## src/rtl/cache_pkg.sv

```systemverilog
// Shared definitions for the cache line-miss AXI engine: FSM state encoding,
// AXI response codes and the line-alignment helper.
package cache_pkg;

  typedef enum logic [2:0] {
    ST_IDLE,
    ST_AW,
    ST_W,
    ST_B,
    ST_AR,
    ST_R,
    ST_DONE
  } state_t;

  localparam logic [1:0] AXI_OKAY = 2'b00;

  // Clears the byte-offset-within-line bits of an address.
  function automatic logic [31:0] line_align(input logic [31:0] addr,
                                             input int unsigned off_bits);
    logic [31:0] mask;
    mask = '1;
    mask = mask << off_bits;
    return addr & mask;
  endfunction

endpackage

```

## src/rtl/cache_beat_cnt.sv

```systemverilog
// Burst beat counter: synchronous clear on load, increment per accepted beat,
// and a flag marking the final beat of a line.
module cache_beat_cnt #(
  parameter int unsigned N = 8
) (
  input  logic                                 i_clk,
  input  logic                                 i_rstn,
  input  logic                                 i_load,
  input  logic                                 i_inc,
  output logic [((N > 1) ? $clog2(N) : 1)-1:0] o_cnt,
  output logic                                 o_last
);

  localparam int unsigned W = (N > 1) ? $clog2(N) : 1;

  logic [W-1:0] r_cnt;

  always_ff @(posedge i_clk) begin
    if (!i_rstn) begin
      r_cnt <= '0;
    end else if (i_load) begin
      r_cnt <= '0;
    end else if (i_inc) begin
      r_cnt <= r_cnt + W'(1);
    end
  end

  assign o_cnt  = r_cnt;
  assign o_last = (r_cnt == W'(N - 1));

endmodule

```

## src/rtl/cache_axi_engine.sv

```systemverilog
// Line-miss engine: optional victim write-back burst followed by a line fill
// burst over AXI, reporting completion and sticky error status.
module cache_axi_engine
  import cache_pkg::*;
#(
  parameter int unsigned DATA_W     = 32,
  parameter int unsigned LINE_WORDS = 8,
  parameter logic [5:0]  CACHE_ID   = 6'h01
) (
  input  logic                          cclk,
  input  logic                          cresetn,
  input  logic                          req_valid,
  output logic                          req_ready,
  input  logic                          req_wb,
  input  logic [31:0]                   req_fill_addr,
  input  logic [31:0]                   req_wb_addr,
  output logic [$clog2(LINE_WORDS)-1:0] wb_idx,
  input  logic [DATA_W-1:0]             wb_data,
  output logic                          fill_valid,
  output logic [$clog2(LINE_WORDS)-1:0] fill_idx,
  output logic [DATA_W-1:0]             fill_data,
  output logic                          done,
  output logic                          err,
  output logic                          cm_arvalid,
  input  logic                          cm_arready,
  output logic [31:0]                   cm_araddr,
  input  logic                          mc_rvalid,
  output logic                          mc_rready,
  input  logic [DATA_W-1:0]             mc_rdata,
  input  logic [5:0]                    mc_rid,
  input  logic [1:0]                    mc_rresp,
  input  logic                          mc_rlast,
  output logic                          cm_awvalid,
  input  logic                          cm_awready,
  output logic [31:0]                   cm_awaddr,
  output logic                          cm_wvalid,
  input  logic                          cm_wready,
  output logic [DATA_W-1:0]             cm_wdata,
  output logic                          cm_wlast,
  input  logic                          mc_bvalid,
  input  logic [1:0]                    mc_bresp,
  output logic                          mc_bready
);

  localparam int unsigned IDX_W    = $clog2(LINE_WORDS);
  localparam int unsigned OFF_BITS = $clog2(LINE_WORDS * DATA_W / 8);

  state_t              r_state;
  logic                r_awvalid;
  logic                r_wvalid;
  logic                r_bready;
  logic                r_arvalid;
  logic                r_rready;
  logic                r_done;
  logic                r_err_o;
  logic                r_err;
  logic                r_fill_valid;
  logic [IDX_W-1:0]    r_fill_idx;
  logic [DATA_W-1:0]   r_fill_data;
  logic [31:0]         r_awaddr;
  logic [31:0]         r_araddr;

  logic [IDX_W-1:0]    w_wcnt;
  logic                w_wlast;
  logic                w_wload;
  logic                w_winc;
  logic [IDX_W-1:0]    w_rcnt;
  logic                w_rlast_cnt;
  logic                w_rload;
  logic                w_rinc;
  logic                w_rx_ok;
  logic                w_r_err;
  logic                w_r_exit;

  assign w_wload = (r_state == ST_AW) && cm_awready;
  assign w_winc  = (r_state == ST_W) && r_wvalid && cm_wready;
  assign w_rload = (r_state == ST_AR) && cm_arready;
  assign w_rinc  = w_rx_ok;

  cache_beat_cnt #(.N(LINE_WORDS)) u_wcnt (
    .i_clk  (cclk),
    .i_rstn (cresetn),
    .i_load (w_wload),
    .i_inc  (w_winc),
    .o_cnt  (w_wcnt),
    .o_last (w_wlast)
  );

  cache_beat_cnt #(.N(LINE_WORDS)) u_rcnt (
    .i_clk  (cclk),
    .i_rstn (cresetn),
    .i_load (w_rload),
    .i_inc  (w_rinc),
    .o_cnt  (w_rcnt),
    .o_last (w_rlast_cnt)
  );

  // Foreign-ID beats are still handshaken (rready high) but never counted.
  assign w_rx_ok  = (r_state == ST_R) && r_rready && mc_rvalid && (mc_rid == CACHE_ID);
  assign w_r_err  = (mc_rresp != AXI_OKAY) || (w_rlast_cnt != mc_rlast);
  assign w_r_exit = w_rx_ok && (w_rlast_cnt || mc_rlast);

  always_ff @(posedge cclk) begin
    if (!cresetn) begin
      r_state      <= ST_IDLE;
      r_awvalid    <= 1'b0;
      r_wvalid     <= 1'b0;
      r_bready     <= 1'b0;
      r_arvalid    <= 1'b0;
      r_rready     <= 1'b0;
      r_done       <= 1'b0;
      r_err_o      <= 1'b0;
      r_err        <= 1'b0;
      r_fill_valid <= 1'b0;
      r_fill_idx   <= '0;
      r_fill_data  <= '0;
      r_awaddr     <= '0;
      r_araddr     <= '0;
    end else begin
      r_fill_valid <= 1'b0;
      case (r_state)
        ST_IDLE: begin
          if (req_valid) begin
            r_awaddr <= line_align(req_wb_addr, OFF_BITS);
            r_araddr <= line_align(req_fill_addr, OFF_BITS);
            if (req_wb) begin
              r_awvalid <= 1'b1;
              r_state   <= ST_AW;
            end else begin
              r_arvalid <= 1'b1;
              r_state   <= ST_AR;
            end
          end
        end
        ST_AW: begin
          if (cm_awready) begin
            r_awvalid <= 1'b0;
            r_wvalid  <= 1'b1;
            r_state   <= ST_W;
          end
        end
        ST_W: begin
          if (cm_wready && w_wlast) begin
            r_wvalid <= 1'b0;
            r_bready <= 1'b1;
            r_state  <= ST_B;
          end
        end
        ST_B: begin
          if (mc_bvalid) begin
            r_bready  <= 1'b0;
            r_arvalid <= 1'b1;
            r_state   <= ST_AR;
            if (mc_bresp != AXI_OKAY) r_err <= 1'b1;
          end
        end
        ST_AR: begin
          if (cm_arready) begin
            r_arvalid <= 1'b0;
            r_rready  <= 1'b1;
            r_state   <= ST_R;
          end
        end
        ST_R: begin
          if (w_rx_ok) begin
            r_fill_valid <= 1'b1;
            r_fill_idx   <= w_rcnt;
            r_fill_data  <= mc_rdata;
            if (w_r_err) r_err <= 1'b1;
            if (w_r_exit) begin
              r_rready <= 1'b0;
              r_done   <= 1'b1;
              r_err_o  <= r_err || w_r_err;
              r_state  <= ST_DONE;
            end
          end
        end
        ST_DONE: begin
          r_done  <= 1'b0;
          r_err_o <= 1'b0;
          r_err   <= 1'b0;
          r_state <= ST_IDLE;
        end
        default: r_state <= ST_IDLE;
      endcase
    end
  end

  assign req_ready  = (r_state == ST_IDLE);
  assign wb_idx     = w_wcnt;
  assign fill_valid = r_fill_valid;
  assign fill_idx   = r_fill_idx;
  assign fill_data  = r_fill_data;
  assign done       = r_done;
  assign err        = r_err_o;
  assign cm_arvalid = r_arvalid;
  assign cm_araddr  = r_araddr;
  assign mc_rready  = r_rready;
  assign cm_awvalid = r_awvalid;
  assign cm_awaddr  = r_awaddr;
  assign cm_wvalid  = r_wvalid;
  assign cm_wdata   = wb_data;
  assign cm_wlast   = r_wvalid && w_wlast;
  assign mc_bready  = r_bready;

endmodule

```

## config.mk

```make
export PLATFORM = sky130hd
export DESIGN_NAME = cache_axi_engine
export DESIGN_NICKNAME = d
export VERILOG_FILES = /design/src/rtl/cache_pkg.sv /design/src/rtl/cache_beat_cnt.sv /design/src/rtl/cache_axi_engine.sv
export SDC_FILE = /design/constraint.sdc
export NUM_CORES = 1
export LEC_CHECK = 0
export ABC_AREA = 1
export CAP_MARGIN = 30
export CORE_UTILIZATION = 36
export CTS_BUF_LIST = sky130_fd_sc_hd__clkbuf_8
export CTS_CLUSTER_SIZE = 25
export DETAILED_ROUTE_END_ITERATION = 10
export PLACE_DENSITY = 0.9
export SKIP_CTS_REPAIR_TIMING = 1
export SLEW_MARGIN = 20
export SYNTH_ARGS = -nofsm -noshare
export SYNTH_HDL_FRONTEND = slang
export SYNTH_SLANG_ARGS = --single-unit
```

## constraint.sdc

```tcl
create_clock -name cclk -period 1.6 [get_ports cclk]
set_input_delay 0.24 -clock cclk [delete_from_list [all_inputs] [get_ports cclk]]
set_output_delay 0.24 -clock cclk [all_outputs]
set_load 0.005 [all_outputs]
```

==> flow_summary.toml, run 1 <==
[global_routing]
grt_pass1_vias = 4144
overflow = 0
grt_max_degree = 55
grt_usage_pct = 19.5
grt_pass1_wl_um = 19900
antenna_found_initial = 0

[pwr]
power_w = 0.00793
cellPowerDensity_mw_per_mm2 = 1170
max-vdd-ir-drop_mv = 0.760
p_leak_nw = 2.71

[logic_synthesis]
ys_ff_latch = 107
synth_xor_area_share_pct = 0
synth-compound-area-share_pct = 12.9
yosys.area_share.adder_pct = 1.40
postSynthAreaPerCell_um2 = 7.51
synth_cell_type_count = 26
synth_warnings = 0
synth-simple-area-share_pct = 24.7
synthesis.area_mm2 = 0.00447
synthCells = 596
synth_top_family_by_area = "simple AND/OR/NAND/NOR gates"
seq_area_frac_synth_pct = 47.9
synth_mux_area_share_pct = 0

[timing]
fmaxAchievable_ghz = 0.648
min_period_over_period_pct = 96.4
whs_ns = 0.215
setup_viol = 0
period_needed_ns = 1.54
hold_viol_final = 0
slew_violations = 0
rsz0062_at_grt = "yes"
clock-skew-final_ns = 0.00968

[drt]
wire_per_inst_um = 13.7
drtPass1Iterations = 4
drt_iter0_drc = 327
routed_wl_um = 12800
via_count = 4490
ant_nets = 0
viasPerCell = 4.78
drc_errors = 0

[layout]
finish.utilization_pct = 56.2
fillers = 1089
layout-drive-gt1-share_pct = 7.90
fin_nets = 920
regArea_mm2 = 0.00215
area_growth_syn_to_layout_pct = 51.4
multi_input_area_mm2 = 0.00182
layout_common_cells = "203 x clkdlybuf4s50_1, 99 x dfxtp_1, 93 x nand2_1"
antenna_cells = 0
final_common_cell = "clkdlybuf4s50_1"

[floorplanning]
initial_core_util_pct = 37.1
rows = 40
core-area_mm2 = 0.0121
die_area_mm2 = 0.0129
die_h_um = 113
io_pins = 292
dieWidth_um = 113

[worst_setup_path]
critical-path-top-delay-family = "buffers and inverters"
path_class = "reg -> out"
ff2ff_setup_slack_ns = 0.09
path_buf_inv = 1
worst-path-stages = 1
required_ns = 1.36
endpoint_kind = "output pin"
r2r_end = "r_err"
crit_path_end = "fill_idx[1]"
worst_ep_arrival_time_ns = 1.30
cp-start-kind = "flip-flop"
critical_path.max_fanout = 2
cp_slowest_stage_delay_ns = 0.53
slowest_stage = "clkdlybuf4s50_1"
critPathLaunch = "fill_idx[1]"
worstPathCellList = "clkdlybuf4s50_1"
reg2reg_from = "u_rcnt.o_cnt[0]"
rr_worst_depth = 8

[clocking]
path_clk_slew_ns = 0.10
cts_sinks = 107
cts_buffers = 9
clockBufferDepth = 2
htree_levels = 3
cts_tree = "built"
root_buffer = "clkbuf_8"
insertion_delay_ns = 0.38

[job]
cap_violations = 0

[status]
status = "finished, final reports clean"

[min_path]
hp-start = "req_valid"
hold_path.class = "in -> reg"

[placed_design]
gp_congestion = 0.863
dpl.hpwl_um = 9290
numPortBuffers = 207
==> cell families (layout without fill, tap and decap cells) <==
kind of cell / after synthesis / in the layout
AND/OR/NAND/NOR: 263 / 263
AO/OA/AOI/OAI: 114 / 114
flip-flops: 107 / 107
buffers and inverters: 106 / 273
adder cells (fa/ha/maj): 5 / 5
other: 1 / 10
==> tightest hold or removal path: cells and delay by family <==
kind / cells / cell delay (ns)
simple gates: 1 / 0.09
compound gates: 1 / 0.07
buf+inv: 1 / 0.15
==> routing by layer <==
layer	share of wire, %	routed length (um)	vias to the layer above	global-route usage (%)
met5	0	0	-	0
met4	0.93	120	0	4.56
met3	11	1370	7	9.62
met2	49	6350	195	34.7
met1	39	5010	2060	20.6
li1	-	-	2228	-
==> report_power, final <==
group | switching [W] | total [W] | internal, W
clock network | 0.000948 | 0.00171 | 0.000767
logic | 0.00143 | 0.00290 | 0.00147
registers | 0.000242 | 0.00331 | 0.00307
total | 0.00263 | 0.00793 | 0.00530
==> Yosys cell counts (all sizes together) <==
| library cell | instances | share of area, % |
|---|---|---|
| dfxtp | 107 | 48 |
| nand2 | 94 | 7.9 |
| nor2 | 94 | 8.1 |
| a21oi | 68 | 7.6 |
| nand3 | 65 | 7.3 |
| buf | 55 | 8.8 |
| o21ai | 43 | 4.8 |
| inv | 29 | 2.4 |
| clkbuf | 22 | 1.8 |
| ha | 5 | 1.4 |
| nand4 | 3 | 0.42 |
| nor3 | 3 | 0.34 |
| or2 | 3 | 0.42 |
| a41oi | 1 | 0.20 |
| conb | 1 | 0.084 |
| nand3b | 1 | 0.17 |
| o21a | 1 | 0.17 |
| o21bai | 1 | 0.17 |
==> area by class of cell <==
class / count / share of cell area, %
Clock buffer: 10 / 2.03
Sequential cell: 107 / 31.8
Inverter: 29 / 1.61
Timing Repair Buffer: 228 / 33.6
Tap cell: 168 / 3.10
Multi-Input combinational cell: 392 / 26.9
Clock inverter: 6 / 0.960
==> metrics by stage <==
step	instances	cell area, um2	setup WS (ns)	TNS, ns
global route	940	6770	-0.0379	-0.0791
finish	940	6770	0.0577	0
global placement	921	6500	-0.0818	-2.31
CTS	937	6700	-0.379	-0.701
floorplan	605	4510	0.151	0
detailed placement	921	6500	-0.150	-3.46
==> how the worst min path moves through the flow <==
stage,endpoint,slack [ns],cells after the start
final,cm_awaddr[25],0.22,3
after global routing,cm_awaddr[25],0.21,3
after global placement,err,0.45,2
after floorplan,fill_data[24],0.37,2
after CTS,cm_awaddr[25],0.21,3
after detailed placement,cm_awaddr[8],0.45,2
==> flip-flops by register name, summed over array words and instances, names as in the netlist, 3 cells and up <==
register / flops
fill_data: 32
cm_araddr: 27
cm_awaddr: 27
fill_idx: 3
r_state: 3
u_rcnt.o_cnt: 3
u_wcnt.o_cnt: 3
(Power assumes the default switching activity.)
==> run 2: changes to the inputs <==
- PLACE_DENSITY: 0.9 -> 0.77
==> run 2 against run 1 <==
  * Clock skew decreased by 0.0040 ns
  * Global-route usage increased by 0.050 points
  * Clock-buffer cell count increased by 1
  * Worst setup slack improved by 0.021 ns
  * Hold slack got worse by 0.016 ns
  * Cell count increased by 0.74%
  * Core utilization increased by 0.62 points
  * Sequential cell count unchanged
  * Via count decreased by 0.91%
  * Critical path type unchanged
  * Critical endpoint is now cm_wlast
  * Largest cell class unchanged
  * Highest routed layer unchanged
==> flow_summary.toml, run 2 (synthesized netlist as in run 1, its figures left out) <==
[pwr]
internal-power_w = 0.00562
netSwitchingPower_w = 0.00261
combinationalPowerShare_pct = 37.1
clockPowerShare_pct = 22.8
cellPowerDensity_mw_per_mm2 = 1200
switching_share_pct = 31.7
max-vdd-ir-drop_mv = 0.471
seqPwrFrac_pct = 40.0
p_leak_nw = 2.77

[drt]
wire_per_inst_um = 13.4
viasPerCell = 4.70
ant_nets = 0
routed_wl_um = 12700
via_count = 4449
drtPass1Iterations = 4
drt_iter0_drc = 240
drc_errors = 0

[min_path]
hp-start = "req_valid"
hold_path.class = "in -> reg"

[worst_setup_path]
path_class = "reg -> out"
reg2reg_from = "u_rcnt.o_cnt[0]"
cp-start-kind = "flip-flop"
critPathLaunch = "u_wcnt.o_cnt[0]"
required_ns = 1.36
critical_path.max_fanout = 4
endpoint_kind = "output pin"
worst_ep_arrival_time_ns = 1.28

[global_routing]
grt_usage_pct = 19.6
grt_pass1_vias = 4048
grt_pass1_wl_um = 20000
overflow = 0
antenna_found_initial = 0
grt_max_degree = 55

[floorplanning]
initial_core_util_pct = 37.1
dieWidth_um = 113
io_pins = 292
die_area_mm2 = 0.0129
core-area_mm2 = 0.0121
die_h_um = 113
rows = 40

[clocking]
clockBufferDepth = 2
cts_buffers = 9
root_buffer = "clkbuf_8"
cts_tree = "built"
cts_sinks = 107
path_clk_slew_ns = 0.10
htree_levels = 3
insertion_delay_ns = 0.37

[placed_design]
numPortBuffers = 207
dpl.hpwl_um = 9050
gp_congestion = 0.844
dpl_worst_slack_ns = -0.0886

[layout]
largest_reg_flops = 32
regArea_mm2 = 0.00215
fin_nets = 927
fillers = 1132
final_common_cell = "clkdlybuf4s50_1"
antenna_cells = 0
layout-drive-gt1-share_pct = 8.34
area_growth_syn_to_layout_pct = 53.1
multi_input_area_mm2 = 0.00182
layout_common_cells = "203 x clkdlybuf4s50_1, 100 x dfxtp_1, 93 x nand2_1"

[timing]
rsz0062_at_grt = "yes"
whs_ns = 0.200
setup_viol = 0
slew_violations = 0
clock-skew-final_ns = 0.00568
period_needed_ns = 1.52
fin_ws_ns = 0.0788
fmaxAchievable_ghz = 0.657
min_period_over_period_pct = 95.1
hold_viol_final = 0

[status]
status = "finished, final reports clean"

[job]
cap_violations = 0
run 2: cell types whose count changed in the layout (fill, tap and decap cells not counted), moves of 2 or more:
cell	previous run	this run
buf_4	16	23
clkinv_4	2	0
o21ai_0	41	43
o21ai_1	2	0
run 2: critical path: stages, from the launching register on:
cell and delay, ns:
dfxtp_2 0.35, ha_1 0.20, ha_2 0.17, nand2_1 0.06
inv_1 0.03, clkbuf_2 0.11
run 2: per-stage QoR:
stage / utilization (%) / cells / power [W] / cell area [um2] / TNS, ns
floorplan: - / 605 / 0.00484 / 4510 / 0
global placement: 54.3 / 928 / 0.00626 / 6550 / -2.27
detailed placement: 54.3 / 928 / 0.00628 / 6550 / -2.49
CTS: 56.2 / 944 / 0.00817 / 6780 / -0.687
global route: 56.8 / 947 / 0.00874 / 6850 / -0.00411
finish: 56.8 / 947 / 0.00823 / 6850 / 0
run 2: routing by layer:
layer	GRT usage [%]	up-vias	wire length, um
li1	-	2238	-
met1	23.0	2017	5350
met2	32.2	185	5910
met3	7.65	9	1300
met4	7.11	0	166
met5	0	-	0
run 2: worst paths after layout:
path / end / depth (start not counted) / slack [ns]
min: cm_awaddr[27] / 3 / 0.20
max reg2reg: r_err / 8 / 0.09
min reg2reg: cm_araddr[9] / 2 / 0.46
max: cm_wlast / 5 / 0.08
run 2: area by class of cell:
| type | instances | area share [%] |
|---|---|---|
| Multi-Input combinational cell | 392 | 26.6 |
| Tap cell | 168 | 3.07 |
| Clock inverter | 5 | 1.10 |
| Inverter | 29 | 1.59 |
| Sequential cell | 107 | 31.4 |
| Timing Repair Buffer | 235 | 34.0 |
| Clock buffer | 11 | 2.21 |
run 2: power groups by stage:
stage	clock network, W	logic, W	registers (W)
after floorplan	0	0.00149	0.00336
after global placement	0	0.00293	0.00333
after detailed placement	0	0.00294	0.00334
after CTS	0.00194	0.00295	0.00328
after global routing	0.00204	0.00336	0.00334
final	0.00188	0.00306	0.00329
==> run 3: changes to the inputs <==
- CTS_CLUSTER_SIZE: 25 -> 30
==> results of run 3 <==
Same layout as run 2: the final DEF is identical, and so are final timing and power.
